==> config.mk <==
export PLATFORM = sky130hd
export DESIGN_NAME = mem_access_unit_flat
export DESIGN_NICKNAME = d
export VERILOG_FILES = /design/src/rtl/mem_access_unit_if.sv /design/src/rtl/mem_access_unit.sv /design/src/flat_wrapper.sv
export SDC_FILE = /design/constraint.sdc
export NUM_CORES = 1
export LEC_CHECK = 0
export BUFFER_PORTS_ARGS = -buffer_cell sky130_fd_sc_hd__buf_2
export CAP_MARGIN = 40
export CORE_MARGIN = 2
export CORE_UTILIZATION = 30
export DETAILED_ROUTE_END_ITERATION = 10
export GPL_ROUTABILITY_DRIVEN = 0
export MAX_ROUTING_LAYER = met4
export PLACE_DENSITY = 0.64
export SETUP_SLACK_MARGIN = 0.1
export SLEW_MARGIN = 5
export SYNTH_ARGS = -nofsm -noshare
export SYNTH_HDL_FRONTEND = slang
export SYNTH_SLANG_ARGS = --single-unit
export TNS_END_PERCENT = 50
==> constraint.sdc <==
create_clock -name clk -period 2 [get_ports clk]
set_input_delay 0.4 -clock clk [delete_from_list [all_inputs] [get_ports clk]]
set_output_delay 0.4 -clock clk [all_outputs]
set_load 0.05 [all_outputs]
==> src/rtl/mem_access_unit_if.sv <==
// -----------------------------------------------------------------------------
// mem_access_unit_if
// Groups the memory-stage handshake and the data-bus request/response signals
// used by mem_access_unit.
//   master : the memory access unit (drives in_ready, dreq_*, out_*)
//   slave  : its environment, i.e. the pipeline and the data bus
// Pipeline side : in_valid/in_ready, is_mem_read, is_mem_write, mem_mode,
//                 addr, wdata, out_valid, out_rdata, out_fault
// Bus side      : dreq_valid, dreq_addr, dreq_size, dreq_strobe, dreq_data,
//                 dresp_addr_ok, dresp_data_ok, dresp_data
// -----------------------------------------------------------------------------
interface mem_access_unit_if #(
    parameter int XLEN = 64
);
    logic              in_valid;
    logic              in_ready;
    logic              is_mem_read;
    logic              is_mem_write;
    logic [3:0]        mem_mode;
    logic [XLEN-1:0]   addr;
    logic [XLEN-1:0]   wdata;

    logic              dreq_valid;
    logic [XLEN-1:0]   dreq_addr;
    logic [2:0]        dreq_size;
    logic [XLEN/8-1:0] dreq_strobe;
    logic [XLEN-1:0]   dreq_data;
    logic              dresp_addr_ok;
    logic              dresp_data_ok;
    logic [XLEN-1:0]   dresp_data;

    logic              out_valid;
    logic [XLEN-1:0]   out_rdata;
    logic              out_fault;

    modport master (
        input  in_valid, is_mem_read, is_mem_write, mem_mode, addr, wdata,
        input  dresp_addr_ok, dresp_data_ok, dresp_data,
        output in_ready, dreq_valid, dreq_addr, dreq_size, dreq_strobe, dreq_data,
        output out_valid, out_rdata, out_fault
    );

    modport slave (
        output in_valid, is_mem_read, is_mem_write, mem_mode, addr, wdata,
        output dresp_addr_ok, dresp_data_ok, dresp_data,
        input  in_ready, dreq_valid, dreq_addr, dreq_size, dreq_strobe, dreq_data,
        input  out_valid, out_rdata, out_fault
    );
endinterface

==> src/rtl/mem_access_unit.sv <==
// -----------------------------------------------------------------------------
// mem_access_unit
// Memory-stage engine: accepts one load/store op at a time, issues a single
// data-bus transaction for it, and returns the aligned and extended load
// result (or a fault) as a one-cycle out_valid pulse. in_ready is high only
// while idle, which stalls the pipeline for the duration of the transaction.
// Ports:
//   clk   : clock
//   reset : asynchronous active-low reset
//   bus   : mem_access_unit_if.master (pipeline handshake + data bus)
// -----------------------------------------------------------------------------
module mem_access_unit #(
    parameter int XLEN = 64
) (
    input  logic               clk,
    input  logic               reset,
    mem_access_unit_if.master  bus
);
    localparam logic [1:0] S_IDLE = 2'd0;
    localparam logic [1:0] S_REQ  = 2'd1;
    localparam logic [1:0] S_WAIT = 2'd2;
    localparam logic [1:0] S_DONE = 2'd3;

    logic [1:0]      state_q, state_d;
    logic            is_read_q;
    logic [2:0]      funct3_q;
    logic [2:0]      sh_q;
    logic [XLEN-1:0] dreq_addr_q;
    logic [2:0]      dreq_size_q;
    logic [7:0]      dreq_strobe_q;
    logic [XLEN-1:0] dreq_data_q;
    logic [XLEN-1:0] rdata_q;
    logic            fault_q;

    // Decode of the op presented in IDLE. Write wins if the decoder raises both.
    logic       is_wr, is_rd;
    logic [2:0] funct3;
    logic [1:0] size;
    logic [2:0] sh;
    logic       misaligned, fault_in, go_bus, accept, complete;
    logic [7:0] strobe_base;

    assign is_wr  = bus.is_mem_write;
    assign is_rd  = bus.is_mem_read & ~bus.is_mem_write;
    assign funct3 = bus.mem_mode[2:0];
    assign size   = funct3[1:0];
    assign sh     = bus.addr[2:0];
    assign accept = (state_q == S_IDLE) && bus.in_valid;

    // The write bit of mem_mode duplicates is_mem_write; only funct3 is used.
    logic unused_mode_write;
    assign unused_mode_write = bus.mem_mode[3];

    // NOTE: every signal assigned in always_comb gets a value on every path,
    // otherwise synthesis infers a latch to hold the old value.
    always_comb begin
        misaligned  = 1'b0;
        strobe_base = 8'h01;
        case (size)
            2'd0: begin misaligned = 1'b0;        strobe_base = 8'h01; end
            2'd1: begin misaligned = sh[0];       strobe_base = 8'h03; end
            2'd2: begin misaligned = |sh[1:0];    strobe_base = 8'h0F; end
            default: begin misaligned = |sh;     strobe_base = 8'hFF; end
        endcase
    end

    assign fault_in = (is_rd | is_wr) &
                      (misaligned | (is_rd & (funct3 == 3'b111)) | (is_wr & funct3[2]));
    assign go_bus   = (is_rd | is_wr) & ~fault_in;

    assign complete = ((state_q == S_REQ) && bus.dresp_addr_ok && bus.dresp_data_ok) ||
                      ((state_q == S_WAIT) && bus.dresp_data_ok);

    // Load alignment: shift the addressed bytes down to lane 0, then extend.
    logic [XLEN-1:0] load_shift, load_ext;
    assign load_shift = bus.dresp_data >> {sh_q, 3'b000};

    always_comb begin
        load_ext = load_shift;
        case (funct3_q)
            3'b000:  load_ext = {{56{load_shift[7]}},  load_shift[7:0]};
            3'b001:  load_ext = {{48{load_shift[15]}}, load_shift[15:0]};
            3'b010:  load_ext = {{32{load_shift[31]}}, load_shift[31:0]};
            3'b100:  load_ext = {56'd0, load_shift[7:0]};
            3'b101:  load_ext = {48'd0, load_shift[15:0]};
            3'b110:  load_ext = {32'd0, load_shift[31:0]};
            default: load_ext = load_shift;
        endcase
    end

    always_comb begin
        state_d = state_q;
        case (state_q)
            S_IDLE:  if (bus.in_valid) state_d = go_bus ? S_REQ : S_DONE;
            S_REQ:   if (bus.dresp_addr_ok) state_d = bus.dresp_data_ok ? S_DONE : S_WAIT;
            S_WAIT:  if (bus.dresp_data_ok) state_d = S_DONE;
            default: state_d = S_IDLE;
        endcase
    end

    // NOTE: sequential state uses non-blocking assignments so every register
    // samples the pre-edge values, independent of statement order.
    always_ff @(posedge clk or negedge reset) begin
        if (!reset) begin
            state_q       <= S_IDLE;
            is_read_q     <= 1'b0;
            funct3_q      <= 3'd0;
            sh_q          <= 3'd0;
            dreq_addr_q   <= '0;
            dreq_size_q   <= 3'd0;
            dreq_strobe_q <= 8'd0;
            dreq_data_q   <= '0;
            rdata_q       <= '0;
            fault_q       <= 1'b0;
        end else begin
            state_q <= state_d;
            if (accept) begin
                is_read_q     <= is_rd;
                funct3_q      <= funct3;
                sh_q          <= sh;
                dreq_addr_q   <= bus.addr;
                dreq_size_q   <= {1'b0, size};
                dreq_strobe_q <= is_wr ? (strobe_base << sh) : 8'd0;
                dreq_data_q   <= is_wr ? (bus.wdata << {sh, 3'b000}) : '0;
                // Ops that skip the bus finish next cycle; publish their result now.
                if (!go_bus) begin
                    fault_q <= fault_in;
                    rdata_q <= '0;
                end
            end
            if (complete) begin
                fault_q <= 1'b0;
                rdata_q <= is_read_q ? load_ext : '0;
            end
        end
    end

    assign bus.in_ready    = (state_q == S_IDLE);
    assign bus.dreq_valid  = (state_q == S_REQ);
    assign bus.out_valid   = (state_q == S_DONE);
    assign bus.dreq_addr   = dreq_addr_q;
    assign bus.dreq_size   = dreq_size_q;
    assign bus.dreq_strobe = dreq_strobe_q;
    assign bus.dreq_data   = dreq_data_q;
    assign bus.out_rdata   = rdata_q;
    assign bus.out_fault   = fault_q;
endmodule
==> src/flat_wrapper.sv <==
// flat-port wrapper written by rule: the top's interface ports become plain ports
module mem_access_unit_flat 
#(
    parameter int XLEN = 64
)
  (clk, reset, bus_in_valid, bus_is_mem_read, bus_is_mem_write, bus_mem_mode, bus_addr, bus_wdata, bus_dresp_addr_ok, bus_dresp_data_ok, bus_dresp_data, bus_in_ready, bus_dreq_valid, bus_dreq_addr, bus_dreq_size, bus_dreq_strobe, bus_dreq_data, bus_out_valid, bus_out_rdata, bus_out_fault);
  mem_access_unit_if #(.XLEN(XLEN)) bus_i ();
  input  logic clk;
  input  logic reset;
  input wire logic [$bits(bus_i.in_valid)-1:0] bus_in_valid;
  input wire logic [$bits(bus_i.is_mem_read)-1:0] bus_is_mem_read;
  input wire logic [$bits(bus_i.is_mem_write)-1:0] bus_is_mem_write;
  input wire logic [$bits(bus_i.mem_mode)-1:0] bus_mem_mode;
  input wire logic [$bits(bus_i.addr)-1:0] bus_addr;
  input wire logic [$bits(bus_i.wdata)-1:0] bus_wdata;
  input wire logic [$bits(bus_i.dresp_addr_ok)-1:0] bus_dresp_addr_ok;
  input wire logic [$bits(bus_i.dresp_data_ok)-1:0] bus_dresp_data_ok;
  input wire logic [$bits(bus_i.dresp_data)-1:0] bus_dresp_data;
  output wire logic [$bits(bus_i.in_ready)-1:0] bus_in_ready;
  output wire logic [$bits(bus_i.dreq_valid)-1:0] bus_dreq_valid;
  output wire logic [$bits(bus_i.dreq_addr)-1:0] bus_dreq_addr;
  output wire logic [$bits(bus_i.dreq_size)-1:0] bus_dreq_size;
  output wire logic [$bits(bus_i.dreq_strobe)-1:0] bus_dreq_strobe;
  output wire logic [$bits(bus_i.dreq_data)-1:0] bus_dreq_data;
  output wire logic [$bits(bus_i.out_valid)-1:0] bus_out_valid;
  output wire logic [$bits(bus_i.out_rdata)-1:0] bus_out_rdata;
  output wire logic [$bits(bus_i.out_fault)-1:0] bus_out_fault;
  assign bus_i.in_valid = bus_in_valid;
  assign bus_i.is_mem_read = bus_is_mem_read;
  assign bus_i.is_mem_write = bus_is_mem_write;
  assign bus_i.mem_mode = bus_mem_mode;
  assign bus_i.addr = bus_addr;
  assign bus_i.wdata = bus_wdata;
  assign bus_i.dresp_addr_ok = bus_dresp_addr_ok;
  assign bus_i.dresp_data_ok = bus_dresp_data_ok;
  assign bus_i.dresp_data = bus_dresp_data;
  assign bus_in_ready = bus_i.in_ready;
  assign bus_dreq_valid = bus_i.dreq_valid;
  assign bus_dreq_addr = bus_i.dreq_addr;
  assign bus_dreq_size = bus_i.dreq_size;
  assign bus_dreq_strobe = bus_i.dreq_strobe;
  assign bus_dreq_data = bus_i.dreq_data;
  assign bus_out_valid = bus_i.out_valid;
  assign bus_out_rdata = bus_i.out_rdata;
  assign bus_out_fault = bus_i.out_fault;
  mem_access_unit #(.XLEN(XLEN)) u_core (.clk(clk), .reset(reset), .bus(bus_i));
endmodule
==> reports/results.ini <==
[status]
status = finished with violations
violations = setup timing

[logic_synthesis]
ys_types = 54
yosys_most_used_dff = dfrtp_1
ys_top_cells_by_count = dfrtp_1, mux2i_1, mux2_2, nand2_1, a22o_1
synth_area_per_cell_um2 = 11.4
async_flop_share_pct = 100
netlist_top_cells_area = dfrtp_1, mux2i_1, mux2_2
syn_inst = 986
synth.yosys.seq_area_share_pct = 46.1
synth_top_area_cell = dfrtp_1
synth-edff-count = 0
yosys_warnings = 0
yosysMostFrequentCell = dfrtp_1
synth_seq_cells = 207
synth_top_area_share_pct = 46.1
syn_area_um2 = 11200
syn_nets = 1193

[placement]
post-place-cells = 1874
place_ws_ns = -0.116
dpl-instance-area_um2 = 14400
portBuffers = 407
hpwl_mm = 32.2

[power_and_ir_drop]
comb_power_share_pct = 59.0
p_sw_mw = 14.2
peakVddDrop_uv = 1310
leakage_nw = 7.87
p_int_mw = 14.3
power.share.clock_pct = 16.4
netSwitchingFraction_pct = 49.9
p_per_area_nw_per_um2 = 1820
pwr-share-seq_pct = 24.6

[timing]
hold_viol_final = 0
fin_skew_ns = 0.0226
setup_slack_ns = -0.0507
setup_viol = 42
worst_pin_slew_ns = 0.640
tns_ns = -0.956
fmax_mhz = 488
slew_viol_final = 0
rsz0062_at_grt = true
period_needed_ns = 2.05
slew-limit-headroom_pct = 56.9
period_share_pct = 103
timing.hold.ws_ns = 0.0940

[floorplanning]
row_count = 70
die_area_um2 = 39000
io_pins = 410
fp.dieH_um = 197
die_w_um = 197
core_area_um2 = 36700
initial_utilization_pct = 30.6

[job]
maxCapViolCount = 0

[critical_path]
cp.required_ns = 2.45
start_kind = flip-flop
cp-end-kind = flip-flop
r2r_cells = 7
critPathKind = reg2reg
cp_max_fo = 15
crit_arrival_ns = 2.50

[global_routing]
grtUsageTotal_pct = 21.2
grt_max_degree = 55
grt_pass1_wl_mm = 61.5
overflow = 0
antenna_found_initial = 5
grt_pass1_vias = 10200

[finish]
drive_gt1_share_pct = 49.6
area_growth_syn_to_layout_pct = 39.9
nFillCells = 3481
design_area_um2 = 15700
seq_area_um2 = 5180
multi_input_area_um2 = 5750
final_nets = 1656
layout.cells.non_filler = 1940

[clock_tree]
cts_root_buf = clkbuf_16
cts_sinks = 207
clk_path_buf_depth = 3
cts_tree = done
clk_pin_slew_ns = 0.06
cts.htree.levels = 1
clkLatencyLatePin_ns = 0.54
cts_buffers = 24

[routing]
routed_wl_mm = 42.3
first_pass_iters = 5
drc = 0
ant_nets = 0
wl_per_cell_um = 21.8
via_count = 10300
drt_iter0_drc = 500
viasPerCell = 5.30

[min_path]
holdCritPathClass = in2reg
hold_depth = 2

[metal layers]
metal / part of all wire (%) / track usage [%] / vias to the layer above
li1: - / - / 4657
met1: 39 / 24.7 / 5041
met2: 49 / 35.8 / 514
met3: 7.9 / 4.46 / 76
met4: 4.3 / 8.19 / 0
met5: 0 / - / -
[sequential cells by signal, indices dropped and copies added, names as in the netlist]
signal,count
u_core.is_read_q,1
u_core.bus.dreq_addr,64
u_core.state_q,2
u_core.bus.dreq_strobe,8
u_core.bus.out_fault,1
u_core.bus.out_rdata,64
u_core.funct3_q,3
u_core.bus.dreq_data,64
[cells by family (layout without fill, tap and decap cells)]
| logic type | Yosys count | count (layout) | synth area share, % |
|---|---|---|---|
| AO/OA/AOI/OAI | 278 | 280 | 18.3 |
| adder cells (fa/ha/maj) | 4 | 4 | 0.446 |
| buffers and inverters | 100 | 578 | 4.36 |
| flip-flops | 207 | 207 | 46.1 |
| multiplexers | 212 | 212 | 23.3 |
| other | 1 | 7 | 0.0334 |
| AND/OR/NAND/NOR | 184 | 184 | 7.36 |
[repair_timing]
action,CTS,global route
setup endpoints to repair,74,69
pin swaps,9,8
cloned,1,3
hold endpoints to repair,46,0
resized for setup,33,31
setup buffers,8,4
hold buffers,1,0
[cells in the final DEF (no fill, tap or decap), drive strengths merged, types with 5 or more instances in the layout]
master / count
a21oi: 45
nand2b: 6
a22o: 64
a31oi: 9
buf: 522
nand2: 75
mux4: 31
mux2: 83
o221ai: 8
a211o: 22
o2bb2ai: 8
a221o: 13
and2: 5
clkbuf: 35
diode: 6
mux2i: 98
dfrtp: 207
or2: 5
o22a: 7
o21ai: 59
nor2: 52
nand3: 10
nor2b: 20
o22ai: 7
a211oi: 14
inv: 10
[power by group through the flow]
stage / Combinational, mW / Sequential [mW] / Clock (mW)
after global routing: 17.6 / 7.24 / 4.95
after global placement: 15.8 / 7.06 / 0
after floorplan: 5.60 / 12.7 / 0
final: 16.8 / 7.03 / 4.69
after CTS: 16.4 / 7.06 / 4.80
after detailed placement: 15.9 / 7.09 / 0
[stage by stage]
step / util (%) / power [mW]
global route: 42.8 / 29.8
finish: 42.8 / 28.6
CTS: 42.2 / 28.3
global placement: 39.2 / 22.8
floorplan: - / 18.3
detailed placement: 39.3 / 23.0
[cell type report]
type | count | share of cell area, %
clock buffers | 33 | 4.42
inverters | 10 | 0.239
repair buffers | 525 | 21.0
well taps | 468 | 3.73
flip-flops and latches | 207 | 33.0
multi-input cells | 681 | 36.6
diodes | 6 | 0.0956
clock inverters | 10 | 0.964
[critical path, stage by stage, from the launching register on]
cell and delay, ns:
dfrtp_2 0.40, buf_6 0.14, mux2_4 0.23, o22ai_2 0.08
or4_4 0.53, a31oi_4 0.23, clkbuf_16 0.23, a22o_1 0.14
[final timing paths]
| check | slack [ns] | startpoint | end |
|---|---|---|---|
| max | -0.05 | u_core.bus.dreq_addr[0] | u_core.bus.out_rdata[57] |
| min | 0.09 | bus_addr[11] | u_core.bus.dreq_addr[11] |
| max reg2reg | -0.05 | u_core.bus.dreq_addr[0] | u_core.bus.out_rdata[57] |
| max in group asynchronous | 0.89 | reset | u_core.bus.dreq_data[16] |
| min reg2reg | 0.47 | u_core.bus.dreq_strobe[6] | u_core.bus.dreq_strobe[6] |
| min in group asynchronous | 0.39 | reset | u_core.bus.out_rdata[3] |
No activity file was read; power rests on OpenSTA's default activity.
